$ cat src/rtl/mbs_pkg.sv
// mbs_pkg: shared FSM encoding and sizing helper for the shift-add multiplier.
package mbs_pkg;
  localparam logic [1:0] OCIOSO   = 2'd0;
  localparam logic [1:0] CALCULA  = 2'd1;
  localparam logic [1:0] FINALIZA = 2'd2;
  function automatic int cnt_width(input int width);
    return $clog2(width + 1);
  endfunction
endpackage

$ cat src/rtl/mbs_param_if.sv
// mbs_param_if: start/busy/done handshake and operand/result bus of the multiplier.
interface mbs_param_if #(parameter int WIDTH = 8);
  logic               iniciar;
  logic               com_sinal;
  logic [WIDTH-1:0]   multiplicando;
  logic [WIDTH-1:0]   multiplicador;
  logic               ocupado;
  logic               pronto;
  logic [2*WIDTH-1:0] produto;
  modport master (output iniciar, com_sinal, multiplicando, multiplicador,
                  input  ocupado, pronto, produto);
  modport slave  (input  iniciar, com_sinal, multiplicando, multiplicador,
                  output ocupado, pronto, produto);
endinterface

$ cat src/rtl/mbs_magnitude.sv
// mbs_magnitude: magnitude and sign of an operand; the most negative value maps to 2^(WIDTH-1).
module mbs_magnitude #(parameter int WIDTH = 8) (
  input  logic [WIDTH-1:0] value,
  input  logic             sgn,
  output logic [WIDTH-1:0] mag,
  output logic             neg
);
  always_comb begin
    neg = sgn & value[WIDTH-1];
    mag = neg ? -value : value;
  end
endmodule

$ cat src/rtl/mbs_param.sv
// mbs_param: sequential shift-add multiplier, signed or unsigned per operation, optional early exit.
module mbs_param
  import mbs_pkg::*;
#(
  parameter int WIDTH      = 8,
  parameter int EARLY_EXIT = 0
) (
  input  logic        clock,
  input  logic        reset,
  mbs_param_if.slave  bus
);
  localparam int CW = cnt_width(WIDTH);
  logic [1:0]         state;
  logic [WIDTH-1:0]   mult, mult_n, mag_a, mag_b;
  logic [2*WIDTH-1:0] mcand, acc, produto;
  logic [CW-1:0]      cnt, cnt_n;
  logic               neg, neg_a, neg_b, pronto, done;
  mbs_magnitude #(.WIDTH(WIDTH)) u_mag_a (
    .value(bus.multiplicando), .sgn(bus.com_sinal), .mag(mag_a), .neg(neg_a)
  );
  mbs_magnitude #(.WIDTH(WIDTH)) u_mag_b (
    .value(bus.multiplicador), .sgn(bus.com_sinal), .mag(mag_b), .neg(neg_b)
  );
  always_comb begin
    mult_n = mult >> 1;
    cnt_n  = cnt - 1'b1;
    done   = (cnt_n == '0) || ((EARLY_EXIT != 0) && (mult_n == '0));
  end
  always_ff @(posedge clock) begin
    if (reset) begin
      state   <= OCIOSO;
      mult    <= '0;
      mcand   <= '0;
      acc     <= '0;
      cnt     <= '0;
      neg     <= 1'b0;
      produto <= '0;
      pronto  <= 1'b0;
    end else begin
      pronto <= 1'b0;
      if (state == OCIOSO) begin
        if (bus.iniciar) begin
          mcand <= {{WIDTH{1'b0}}, mag_a};
          mult  <= mag_b;
          neg   <= neg_a ^ neg_b;
          acc   <= '0;
          cnt   <= CW'(WIDTH);
          state <= CALCULA;
        end
      end else if (state == CALCULA) begin
        if (mult[0]) acc <= acc + mcand;
        mult  <= mult_n;
        mcand <= mcand << 1;
        cnt   <= cnt_n;
        state <= done ? FINALIZA : CALCULA;
      end else if (state == FINALIZA) begin
        produto <= neg ? -acc : acc;
        pronto  <= 1'b1;
        state   <= OCIOSO;
      end else begin
        state <= OCIOSO;
      end
    end
  end
  assign bus.ocupado = (state != OCIOSO);
  assign bus.pronto  = pronto;
  assign bus.produto = produto;
endmodule
$ cat src/flat_wrapper.sv
// flat-port wrapper written by rule: the top's interface ports become plain ports
module mbs_param_flat import mbs_pkg::*;
#(
  parameter int WIDTH      = 8,
  parameter int EARLY_EXIT = 0
)
  (clock, reset, bus_iniciar, bus_com_sinal, bus_multiplicando, bus_multiplicador, bus_ocupado, bus_pronto, bus_produto);
  mbs_param_if #(.WIDTH(WIDTH)) bus_i ();
  input  logic clock;
  input  logic reset;
  input wire logic [$bits(bus_i.iniciar)-1:0] bus_iniciar;
  input wire logic [$bits(bus_i.com_sinal)-1:0] bus_com_sinal;
  input wire logic [$bits(bus_i.multiplicando)-1:0] bus_multiplicando;
  input wire logic [$bits(bus_i.multiplicador)-1:0] bus_multiplicador;
  output wire logic [$bits(bus_i.ocupado)-1:0] bus_ocupado;
  output wire logic [$bits(bus_i.pronto)-1:0] bus_pronto;
  output wire logic [$bits(bus_i.produto)-1:0] bus_produto;
  assign bus_i.iniciar = bus_iniciar;
  assign bus_i.com_sinal = bus_com_sinal;
  assign bus_i.multiplicando = bus_multiplicando;
  assign bus_i.multiplicador = bus_multiplicador;
  assign bus_ocupado = bus_i.ocupado;
  assign bus_pronto = bus_i.pronto;
  assign bus_produto = bus_i.produto;
  mbs_param #(.WIDTH(WIDTH), .EARLY_EXIT(EARLY_EXIT)) u_core (.clock(clock), .reset(reset), .bus(bus_i));
endmodule
$ cat config.mk
export PLATFORM = sky130hd
export DESIGN_NAME = mbs_param_flat
export DESIGN_NICKNAME = d
export VERILOG_FILES = /design/src/rtl/mbs_pkg.sv /design/src/rtl/mbs_param_if.sv /design/src/rtl/mbs_magnitude.sv /design/src/rtl/mbs_param.sv /design/src/flat_wrapper.sv
export SDC_FILE = /design/constraint.sdc
export NUM_CORES = 1
export LEC_CHECK = 0
export BUFFER_PORTS_ARGS = -buffer_cell sky130_fd_sc_hd__buf_2
export CAP_MARGIN = 20
export CORE_AREA = 2 2 124 126
export DETAILED_ROUTE_END_ITERATION = 12
export DIE_AREA = 0 0 126 128
export HOLD_SLACK_MARGIN = 0.08
export PLACE_DENSITY = 0.46
export SYNTH_ARGS = -nofsm -noshare
export SYNTH_HDL_FRONTEND = slang
export SYNTH_SLANG_ARGS = --single-unit
$ cat constraint.sdc
create_clock -name clock -period 2.45 [get_ports clock]
set_clock_uncertainty 0.1 [all_clocks]
set_input_delay 0.3675 -clock clock [delete_from_list [all_inputs] [get_ports clock]]
set_output_delay 0.3675 -clock clock [all_outputs]
set_load 0.03 [all_outputs]
Word-level counts from Yosys, hierarchy flattened

Cells that the tools add are included.

Reductions and logical operators: 10
Bitwise operators: 5
Equality and inequality tests: 3
Muxes and demuxes: 21
Add/subtract/negate cells: 5

Operator list:

| cell                                                                | count |
|---|---|
| 16-bit 2-to-1 mux                                                   | 8 |
| 8-bit 2-to-1 mux                                                    | 5 |
| 16-bit adder                                                        | 1 |
| 16-bit negator                                                      | 1 |
| 8-bit negator                                                       | 2 |
| 4-bit 2-to-1 mux                                                    | 3 |
| 2-bit 2-to-1 mux                                                    | 4 |
| 3-bit AND reduction                                                 | 2 |
| 2-bit nonzero test                                                  | 3 |
| 4-bit logical NOT                                                   | 1 |
| 2-bit AND reduction                                                 | 2 |
| 4-bit by 1-bit subtractor with 4-bit output (second input constant) | 1 |
| 3-bit OR reduction                                                  | 1 |
| 1-bit bitwise AND                                                   | 2 |
| 2-bit by 1-bit == test with 1-bit output (second input constant)    | 1 |
| 2-bit == test (second input constant)                               | 1 |
| 2-bit logical NOT                                                   | 1 |
| 2-bit != test (second input constant)                               | 1 |
| 1-bit NOT                                                           | 2 |
| 1-bit 2-to-1 mux                                                    | 1 |
| 1-bit bitwise XOR                                                   | 1 |

Logic and storage cells: 52
Bits of input ports: 20
Flip-flop bits (word level): 64
Output and inout bits: 18

Depth between registers and ports, before layout

Gate-level depths: netlist of the first run.

Word-level depth: 5
Depth in mapped cells: 9
Mapped depth without buffers: 9

By module

Synthesis of the first run repeated with hierarchy kept, for this count alone.

Cell total of the unflattened synthesis: 493
Area, all modules: 3822.4 um^2

By module, submodules not included:

| module        | times used | cells each | area an instance (um^2) | seq. area each (um^2) |
|---|---|---|---|---|
| mbs_param     | 1          | 443        | 3514.6                  | 1281.2 |
| mbs_magnitude | 2          | 25         | 153.9                   | 0.0 |

Worst setup path before layout of the first run

OpenSTA, ideal clock, no wires.

Path kind: register -> register
From: register u_core.acc[0]
To: register u_core.acc[14]
Path slack: 0.119 ns
Arrival time: 2.144 ns
Cell stages (with the launch flop): 10
Library setup time: 0.087 ns
Data required time: 2.263 ns
Buffers on the path: 0
Period minus slack after synthesis: 2.331 ns
Cell sequence: dfxtp_1 -> ha_1 -> inv_1 -> fa_1 -> nor2b_1 -> o211ai_1 -> a21boi_0 -> o211ai_1 -> and4_1 -> o31ai_1

Word-level cells in the longest chain between the ends: 4

RTL lines:

| what                   | line            | RTL |
|---|---|---|
| from (decl)            | mbs_param.sv:15 | `logic [2*WIDTH-1:0] mcand, acc, produto;` |
| from (signal assigned) | mbs_param.sv:51 | `if (mult[0]) acc <= acc + mcand;` |
| 16-bit adder           | mbs_param.sv:51 |  |
| 16-bit 2-to-1 mux      | mbs_param.sv:51 |  |
| 16-bit 2-to-1 mux      | mbs_param.sv:50 | `end else if (state == CALCULA) begin` |
| 16-bit 2-to-1 mux      | mbs_param.sv:41 | `if (state == OCIOSO) begin` |

No other way between the ends. The select of a mux whose other input is x is not followed.
A chain may end at the register's enable or synchronous reset.

Final worst setup path of the first run

Same ends and word-level chain as after synthesis.

==> results of run 1 <==
==> worst max path at each step <==
stage | end | depth (start not counted) | from | slack (ns)
after global routing | u_core.acc[14]$_SDFFE_PP0P_ | 10 | u_core.acc[0]$_SDFFE_PP0P_ | 0.04
after floorplan | u_core.acc[14]$_SDFFE_PP0P_ | 9 | u_core.acc[0]$_SDFFE_PP0P_ | 0.12
final | u_core.acc[14]$_SDFFE_PP0P_ | 10 | u_core.acc[0]$_SDFFE_PP0P_ | 0.23
after detailed placement | u_core.acc[14]$_SDFFE_PP0P_ | 9 | u_core.acc[1]$_SDFFE_PP0P_ | 0.13
after global placement | u_core.acc[14]$_SDFFE_PP0P_ | 10 | u_core.mcand[0]$_SDFFE_PP0P_ | 0.19
after CTS | u_core.acc[14]$_SDFFE_PP0P_ | 9 | u_core.acc[1]$_SDFFE_PP0P_ | 0.12
==> what timing repair did <==
action	in CTS	in global routing
hold buffers	0	0
gates resized for setup	0	6
setup endpoints to repair	0	1
==> tightest hold or removal path: cells and delay by family <==
family	cells	cell delay (ns)
compound gates	1	0.06
buf+inv	1	0.14
simple gates	1	0.07
==> logic make-up after synthesis <==
kind of cell	after synthesis
buffers and inverters	34
AOI/OAI and AO/OA	118
DFF	64
and+or+nand+nor	157
muxes	5
adders and majority gates	21
xor gates and xnor gates	37
==> power breakdown <==
group	switching (mW)	leakage [nW]	total [mW]	internal, mW
registers	0.0344	0.520	1.11	1.07
clock network	0.474	0.134	1.18	0.704
logic	0.168	1.13	0.282	0.114
==> layout make-up <==
cell class	count	share of cell area
multi-input cells	338	0.509
flip-flops and latches	64	0.296
repair buffers	51	0.0670
clock buffers	10	0.0552
well taps	188	0.0543
inverters	12	0.0104
clock inverters	6	0.00809
==> per-layer routing <==
| metal | up-vias | part of all wire | GRT usage | wire [um] |
|---|---|---|---|---|
| li1 | 1657 | - | - | - |
| met5 | - | 0 | 0 | 0 |
| met2 | 59 | 0.42 | 0.171 | 3750 |
| met4 | 0 | 0.011 | 0.0433 | 99 |
| met1 | 1459 | 0.52 | 0.160 | 4640 |
| met3 | 8 | 0.042 | 0.0246 | 373 |
==> metrics by stage <==
step           area (um2)  utilization
2_1_floorplan        3600            -
3_3_place_gp         4050        0.272
3_5_place_dp         4050        0.272
4_1_cts              4320        0.291
5_1_grt              4330        0.291
6_report             4330        0.291
==> Yosys cell counts, drive strengths merged (2+ instances only) <==
library cell,instances
nor2,76
a222oi,11
mux2i,4
a21oi,31
a22oi,9
nand4,2
a211oi,11
a21o,4
o21ai,15
clkbuf,18
nor4,2
and3,2
a21boi,2
a2bb2oi,3
and2,2
dfxtp,64
nand2b,4
o21bai,3
nand3,5
a22o,2
a31oi,4
a311oi,2
or2,2
xnor2,18
xor2,19
and4,2
a32oi,2
inv,12
buf,4
or4,2
nor2b,7
o31ai,7
nor3,10
nand3b,2
nand2,37
o41ai,4
ha,20
o211ai,4
==> registers in the layout, summed over array words and instances (netlist names) <==
name	count
u_core.acc	16
u_core.bus.produto	16
u_core.bus.pronto	1
u_core.cnt	4
u_core.mcand	16
u_core.mult	8
u_core.neg	1
u_core.state	2
==> impl_metrics.tcl, run 1 <==
set metrics [dict create \
    run_status "complete, no violations" \
    viasPerCell 4.76 \
    cts_tree "done" \
    synthCells 436 \
    ant_nets 0 \
    slew_headroom 0.509 \
    timing_hold_violations_final 0 \
    final_cell_mix "nor2_1, dfxtp_1, nand2_1, buf_2, a21oi_1" \
    gp_congestion 0.849 \
    slowest_delay_ns 0.39 \
    synth-compound-area-share 0.235 \
    post-route-period-util 0.907 \
    cts-root-buf "clkbuf_16" \
    cp.required_ns 2.60 \
    cts.sinks 64 \
    holdWs_ns 0.258 \
    peakVddDrop_v 0.000293 \
    multi_input_area_um2 2200 \
    numCtsBuffers 9 \
    rsz0062_at_grt "no" \
    wire_per_inst_um 13.3 \
    nets 517 \
    cts_setup_buffers 0 \
    synth_flop_cell "dfxtp_1" \
    final-setup-viol-count 0 \
    rrSetupSlack_ns 0.23 \
    dp_hpwl_um 6550 \
    grt-ovfl-total 0 \
    clock_path_buffers 2 \
    synth_top_area_cell "dfxtp_1" \
    dp.cells 653 \
    routed_wirelength_um 8870 \
    setup_ws_ns 0.228 \
    antenna_found_initial 0 \
    grt_first_pass_wirelength_um 15000 \
    finalSetupTns_ns 0 \
    synth_mux_area_frac 0.0142 \
    p_leak_nw 1.78 \
    drtPass1Iterations 5 \
    worstPathArrival_ns 2.37 \
    seq_area_um2 1280 \
    syn_to_final_growth_pct 20.2 \
    grt_pass1_vias 3051 \
    insertion_delay_ns 0.33 \
    period_needed_ns 2.22 \
    whs_path_depth 3 \
    maxCapViolations 0 \
    async_flop_share 0 \
    fp.coreArea_um2 14900 \
    yosysSeqAreaShare 0.356 \
    dieArea_um2 16100 \
    instances_no_fill 669 \
    synth.area.top_cells "dfxtp_1, nor2_1, ha_1" \
    synth_xor_area_frac 0.0899 \
    syn_nets 477 \
    synth_top_family_by_area "compound AO/OA/AOI/OAI gates" \
    rr_startpoint "u_core.acc[0]$_SDFFE_PP0P_" \
    report.power.total_mw 2.57 \
    power_density_nw_per_um2 593 \
    diodes 0 \
    post-place-ws_ns 0.133 \
    vias 3183 \
    hold_start "bus_com_sinal" \
    worst_setup_path_end_kind "register" \
    synth_area_per_cell_um2 8.26 \
    cp-start-kind "register" \
    io_buffer_count 37 \
    crit_slowest_cell "fa_1" \
    synth-seq-cells 64 \
    cpLargestDelayFamily "adder cells" \
    reg2reg_to "u_core.acc[14]$_SDFFE_PP0P_" \
    synth.top_cell.area_share 0.356 \
    drv_slew 0 \
    drt_first_iter_violations 218 \
    reg2reg_depth 10 \
    yosysWarningCount 0 \
    n_fill_cell 1626 \
    critPathKind "reg -> reg" \
    grt_max_degree 55 \
    synthAdderAreaFrac 0.0750 \
    holdCritPathClass "in -> reg" \
    worst-path-buf-inv 2 \
    synth_edf_count 0 \
    final_common_cell "nor2_1" \
    max_freq_mhz 450 \
    io_pins 38 \
    ctsHtreeMaxLevel 3 \
    yosys.area_share.simple 0.194 \
    tightest_slew_ns 0.736 \
    path_cells "ha_2, inv_1, fa_1, nor2b_2, o211ai_1, a21boi_1, buf_4, o211ai_1, and4_1, o31ai_2" \
    cp_max_fo 6 \
    path_clk_slew_ns 0.05 \
    die_h_um 128 \
    synthesis.area_um2 3600 \
    drc 0 \
    hold_end "u_core.neg$_SDFFE_PP0P_" \
    drive_above_1_share 0.166 \
    start_util 0.242 \
    track_usage 0.114 \
    die_width_um 126 \
    worst_path_most_repeated_cell "o211ai_1" \
    row_count 45 \
    synth.distinct_cells 49 \
]
Power figures use the tool's default switching activity.
==> run 2, diff against run 1 <==
--- a/config.mk
+++ b/config.mk
@@ -12,5 +12,4 @@
 export DIE_AREA = 0 0 126 128
 export HOLD_SLACK_MARGIN = 0.08
-export PLACE_DENSITY = 0.46
 export SYNTH_ARGS = -nofsm -noshare
 export SYNTH_HDL_FRONTEND = slang
==> constraint.sdc (replaced) <==
create_clock -name clock -period 2.45 [get_ports clock]
set_clock_uncertainty 0.1 [all_clocks]
set_input_delay 0.6125 -clock clock [delete_from_list [all_inputs] [get_ports clock]]
set_output_delay 0.6125 -clock clock [all_outputs]
set_load 0.03 [all_outputs]
==> run 2 against run 1 <==
Compared with the run above: clock-buffer cell count grew 1; cell count is 0.15% lower; fmax fell by 3.1%; die area stayed put; worst setup slack got worse by 0.071 ns; largest power group unchanged; non-clock buffer count stayed put; first-iteration DRC count up 34%; largest cell class unchanged; critical endpoint unchanged; register-to-register slack worse by 0.07 ns; sequential cell count unchanged; sequential share of layout area shrank 0.094 points; clock power grew 6%.
==> impl_metrics.tcl, run 2 (same netlist as run 1, synthesis figures left out) <==
set metrics [dict create \
    cp-start-kind "register" \
    path_cells "ha_2, inv_1, fa_1, nor2b_2, o211ai_1, a21boi_0, buf_4, o211ai_1, and4_1, o31ai_2" \
    gp_congestion 0.897 \
    die_width_um 126 \
    crit_slowest_cell "fa_1" \
    dp_hpwl_um 6670 \
    syn_to_final_growth_pct 20.6 \
    wl_met2_um 3750 \
    ctsHtreeMaxLevel 3 \
    worst_path_most_repeated_cell "o211ai_1" \
    timing_hold_violations_final 0 \
    swShare 0.246 \
    largestRegisters "u_core.acc (16), u_core.bus.produto (16), u_core.mcand (16)" \
    cp_max_fo 6 \
    viasPerCell 4.88 \
    period_needed_ns 2.29 \
    cp.required_ns 2.60 \
    io_buffer_count 37 \
    cts-root-buf "clkbuf_16" \
    cts_tree "done" \
    drv_slew 0 \
    final_core_util 0.292 \
    drive_above_1_share 0.163 \
    power_density_nw_per_um2 607 \
    row_count 45 \
    holdCritPathClass "reg -> reg" \
    numCtsBuffers 9 \
    drtPass1Iterations 5 \
    drt_first_iter_violations 292 \
    p_seq_frac 0.421 \
    wl_met1_um 4410 \
    cts.sinks 64 \
    post-place-ws_ns 0.0871 \
    clockPowerShare 0.472 \
    pwr-share-comb 0.107 \
    tightest_slew_ns 0.699 \
    routed_wirelength_um 8920 \
    start_util 0.242 \
    worst_setup_path_end_kind "register" \
    io_pins 38 \
    final_cell_mix "nor2_1, dfxtp_1, nand2_1, buf_2, a21oi_1" \
    grt_pass1_vias 3056 \
    grt_first_pass_wirelength_um 14800 \
    worst-path-buf-inv 2 \
    fp.coreArea_um2 14900 \
    setup_ws_ns 0.156 \
    path_clk_slew_ns 0.05 \
    run_status "complete, no violations" \
    drc 0 \
    dieArea_um2 16100 \
    ant_nets 0 \
    p_sw_mw 0.649 \
    wire_per_inst_um 13.3 \
    highest_layer "met4" \
    slew_headroom 0.534 \
    max_freq_mhz 436 \
    worstPathArrival_ns 2.44 \
    critPathKind "reg -> reg" \
    n_fill_cell 1596 \
    maxCapViolations 0 \
    p_leak_nw 1.79 \
    p_int_mw 1.99 \
    track_usage 0.113 \
    vias 3257 \
    antenna_found_initial 0 \
    die_h_um 128 \
    met3_wirelength_um 637 \
    clock_path_buffers 2 \
    insertion_delay_ns 0.33 \
    final_common_cell "nor2_1" \
    final-setup-viol-count 0 \
    grt-ovfl-total 0 \
    nets 517 \
    cpLargestDelayFamily "adder cells" \
    post-route-period-util 0.936 \
    diodes 0 \
    peakVddDrop_v 0.000348 \
    rrSetupSlack_ns 0.16 \
    slowest_delay_ns 0.40 \
    grt_max_degree 55 \
]
run 2: changes by cell type in the layout (fill, tap and decap cells not counted):
cell / before / now
a21boi_1: 1 / 0
clkinvlp_4: 2 / 0
bufinv_16: 0 / 1
clkinv_2: 4 / 3
a21boi_0: 1 / 2
clkbuf_1: 0 / 1
run 2: tightest hold or removal path: cells and delay by family, from the launching register on:
kind,cells,cell delay (ns)
DFF,1,0.30
AOI/OAI and AO/OA,1,0.05
and+or+nand+nor,1,0.05
run 2: final cells by class:
class                      instances  area [um2]  share of cell area
tap                              188         235              0.0541
timing repair buffer              51         290              0.0668
clock buffer                      11         243              0.0559
sequential                        64        1280               0.295
multi-input combinational        338        2200               0.507
clock inverter                     4        45.0              0.0104
inverter                          12        45.0              0.0104
run 2: repair_timing:
action | CTS | global route
resized for setup | 0 | 5
buffers inserted | 0 | 1
endpoints found under the setup margin | 0 | 2
hold buffers | 0 | 0
run 2: metal layers:
layer	global-route usage	up-vias
li1	-	1650
met1	0.155	1517
met2	0.170	77
met3	0.0317	13
met4	0.0368	0
met5	0	-
run 2: final timing paths:
| check | start | depth (start not counted) | to |
|---|---|---|---|
| worst min register to register | u_core.bus.produto[10]$_SDFFE_PP0P_ | 2 | u_core.bus.produto[10]$_SDFFE_PP0P_ |
| worst max-delay path | u_core.mcand[0]$_SDFFE_PP0P_ | 10 | u_core.acc[14]$_SDFFE_PP0P_ |
| worst max register to register | u_core.mcand[0]$_SDFFE_PP0P_ | 10 | u_core.acc[14]$_SDFFE_PP0P_ |
| worst min-delay path | u_core.bus.produto[10]$_SDFFE_PP0P_ | 2 | u_core.bus.produto[10]$_SDFFE_PP0P_ |
run 2: through the flow:
stage | hold slack (ns) | instance area (um2) | power [mW] | TNS [ns] | std cells
5_1_grt | 0.371 | 4350 | 2.74 | -0.0266 | 668
3_5_place_dp | 0.346 | 4040 | 1.41 | 0 | 652
6_report | 0.349 | 4350 | 2.64 | 0 | 668
3_3_place_gp | 0.338 | 4040 | 1.40 | 0 | 652
4_1_cts | 0.353 | 4330 | 2.66 | 0 | 667
2_1_floorplan | 0.355 | 3600 | 1.32 | 0 | 436
run 2: power by group through the flow:
| stage | Clock (mW) | Sequential (mW) | Combinational (mW) |
|---|---|---|---|
| floorplan | 0 | 1.12 | 0.202 |
| global placement | 0 | 1.13 | 0.273 |
| detailed placement | 0 | 1.13 | 0.280 |
| CTS | 1.27 | 1.11 | 0.282 |
| global route | 1.31 | 1.11 | 0.316 |
| finish | 1.25 | 1.11 | 0.282 |
==> run 3, diff against run 2 <==
Settings changed: REMOVE_ABC_BUFFERS set to 1.
Clock period 2.45 ns to 2.5 ns, I/O delays scaled along.
==> run 3 against run 2 <==
Compared with the run above: global-route usage shrank 0.38 points; critical path type unchanged; design area is essentially flat; power is 1.8% higher.
==> impl_metrics.tcl, run 3 (same netlist as run 1, synthesis figures left out) <==
set metrics [dict create \
    cp-start-kind "register" \
    worstPathArrival_ns 2.47 \
    drive_above_1_share 0.153 \
    slew_headroom 0.527 \
    track_usage 0.109 \
    tightest_slew_ns 0.708 \
    grt-ovfl-total 0 \
    antenna_found_initial 0 \
    slowest_delay_ns 0.40 \
    die_width_um 126 \
    ctsHtreeMaxLevel 3 \
    viasPerCell 4.79 \
    finalSetupTns_ns 0 \
    grt_util_met1 0.138 \
    wire_per_inst_um 12.8 \
    drtPass1Iterations 4 \
    run_status "complete, no violations" \
    setup_ws_ns 0.171 \
    cts-root-buf "clkbuf_16" \
    crit_slowest_cell "fa_1" \
    grt_max_degree 55 \
    vias 3184 \
    drt_first_iter_violations 210 \
    cp.required_ns 2.64 \
    drv_slew 0 \
    syn_to_final_growth_pct 20.5 \
    post-place-ws_ns 0.133 \
    dp_hpwl_um 6400 \
    dieArea_um2 16100 \
    power_density_nw_per_um2 618 \
    row_count 45 \
    post-route-period-util 0.932 \
    holdCritPathClass "reg -> reg" \
    largestRegisters "u_core.acc (16), u_core.bus.produto (16), u_core.mcand (16)" \
    n_fill_cell 1617 \
    gp_congestion 0.885 \
    routed_wirelength_um 8510 \
    final_cell_mix "nor2_1, dfxtp_1, nand2_1, buf_2, a21oi_1" \
    critPathKind "reg -> reg" \
    grt_pass1_vias 3086 \
    path_clk_slew_ns 0.06 \
    clock_path_buffers 2 \
    top_usage_layer "met2" \
    drc 0 \
    ant_nets 0 \
    final-setup-viol-count 0 \
    io_buffer_count 37 \
    instances_no_fill 665 \
    p_leak_nw 1.78 \
    period_needed_ns 2.33 \
    final_common_cell "nor2_1" \
    die_h_um 128 \
    dp.cells 649 \
    io_pins 38 \
    fp.coreArea_um2 14900 \
    insertion_delay_ns 0.33 \
    rsz0062_at_grt "no" \
    multi_input_area_um2 2200 \
    cp_max_fo 6 \
    start_util 0.242 \
    maxCapViolations 0 \
    worst_setup_path_end_kind "register" \
    diodes 0 \
    path_cells "ha_1, inv_1, fa_1, nor2b_2, o211ai_1, a21boi_0, buf_4, o211ai_1, and4_1, o31ai_1" \
    worst_path_most_repeated_cell "o211ai_1" \
    numCtsBuffers 9 \
    cts.sinks 64 \
    nets 513 \
    timing_hold_violations_final 0 \
    seq_area_um2 1280 \
    use_met3 0.0284 \
    grt_first_pass_wirelength_um 14400 \
    max_freq_mhz 429 \
    peakVddDrop_v 0.000307 \
    cts_tree "done" \
    use_met2 0.177 \
]
## run 3: changes by cell type in the layout (fill, tap and decap cells not counted), moves of 2 or more
cell and delta:
buf_4 -4, clkinvlp_4 +3, clkinv_2 -2, dfxtp_1 +2, dfxtp_2 -2
## run 3: through the flow
stage / total power [mW] / instance area (um2) / util / hold WS (ns)
finish: 2.68 / 4340 / 0.292 / 0.346
global route: 2.81 / 4340 / 0.292 / 0.379
CTS: 2.72 / 4340 / 0.292 / 0.349
detailed placement: 1.38 / 4020 / 0.270 / 0.341
global placement: 1.37 / 4020 / 0.270 / 0.344
floorplan: 1.28 / 3520 / - / 0.355
## run 3: final cells by class
class,instances,area share
inverters,12,0.0104
clock buffers,9,0.0519
well taps,188,0.0542
clock inverters,7,0.0222
repair buffers,47,0.0599
multi-input cells,338,0.506
flip-flops and latches,64,0.295
## run 3: where the power goes
group	internal, mW	total [mW]	switching, mW
registers	1.05	1.09	0.0342
clock network	0.871	1.33	0.460
logic	0.108	0.268	0.160
## run 3: worst paths after layout
kind | end | cells past startpoint | start | slack, ns
min | u_core.bus.produto[8]$_SDFFE_PP0P_ | 2 | u_core.bus.produto[8]$_SDFFE_PP0P_ | 0.35
max reg2reg | u_core.acc[14]$_SDFFE_PP0P_ | 10 | u_core.mcand[0]$_SDFFE_PP0P_ | 0.17
max | u_core.acc[14]$_SDFFE_PP0P_ | 10 | u_core.mcand[0]$_SDFFE_PP0P_ | 0.17
min reg2reg | u_core.bus.produto[8]$_SDFFE_PP0P_ | 2 | u_core.bus.produto[8]$_SDFFE_PP0P_ | 0.35
## run 3: routing by layer
metal	up-vias	wire length (um)
li1	1648	-
met1	1466	4110
met2	58	3830
met3	12	418
met4	0	151
met5	-	0
## run 3: critical path, delay by kind of cell (launching register included)
| family | cells | cell delay [ns] |
|---|---|---|
| adder cells (fa/ha/maj) | 2 | 0.61 |
| AO/OA/AOI/OAI | 4 | 0.59 |
| flip-flops | 1 | 0.36 |
| AND/OR/NAND/NOR | 2 | 0.36 |
| buffers and inverters | 2 | 0.23 |
## run 3: timing repair
| action | CTS | global route |
|---|---|---|
| buffers inserted | 0 | 0 |
| hold buffers | 0 | 0 |
| gates resized for setup | 0 | 1 |
| setup endpoints to repair | 0 | 1 |
| endpoints found under the hold margin | 0 | 0 |
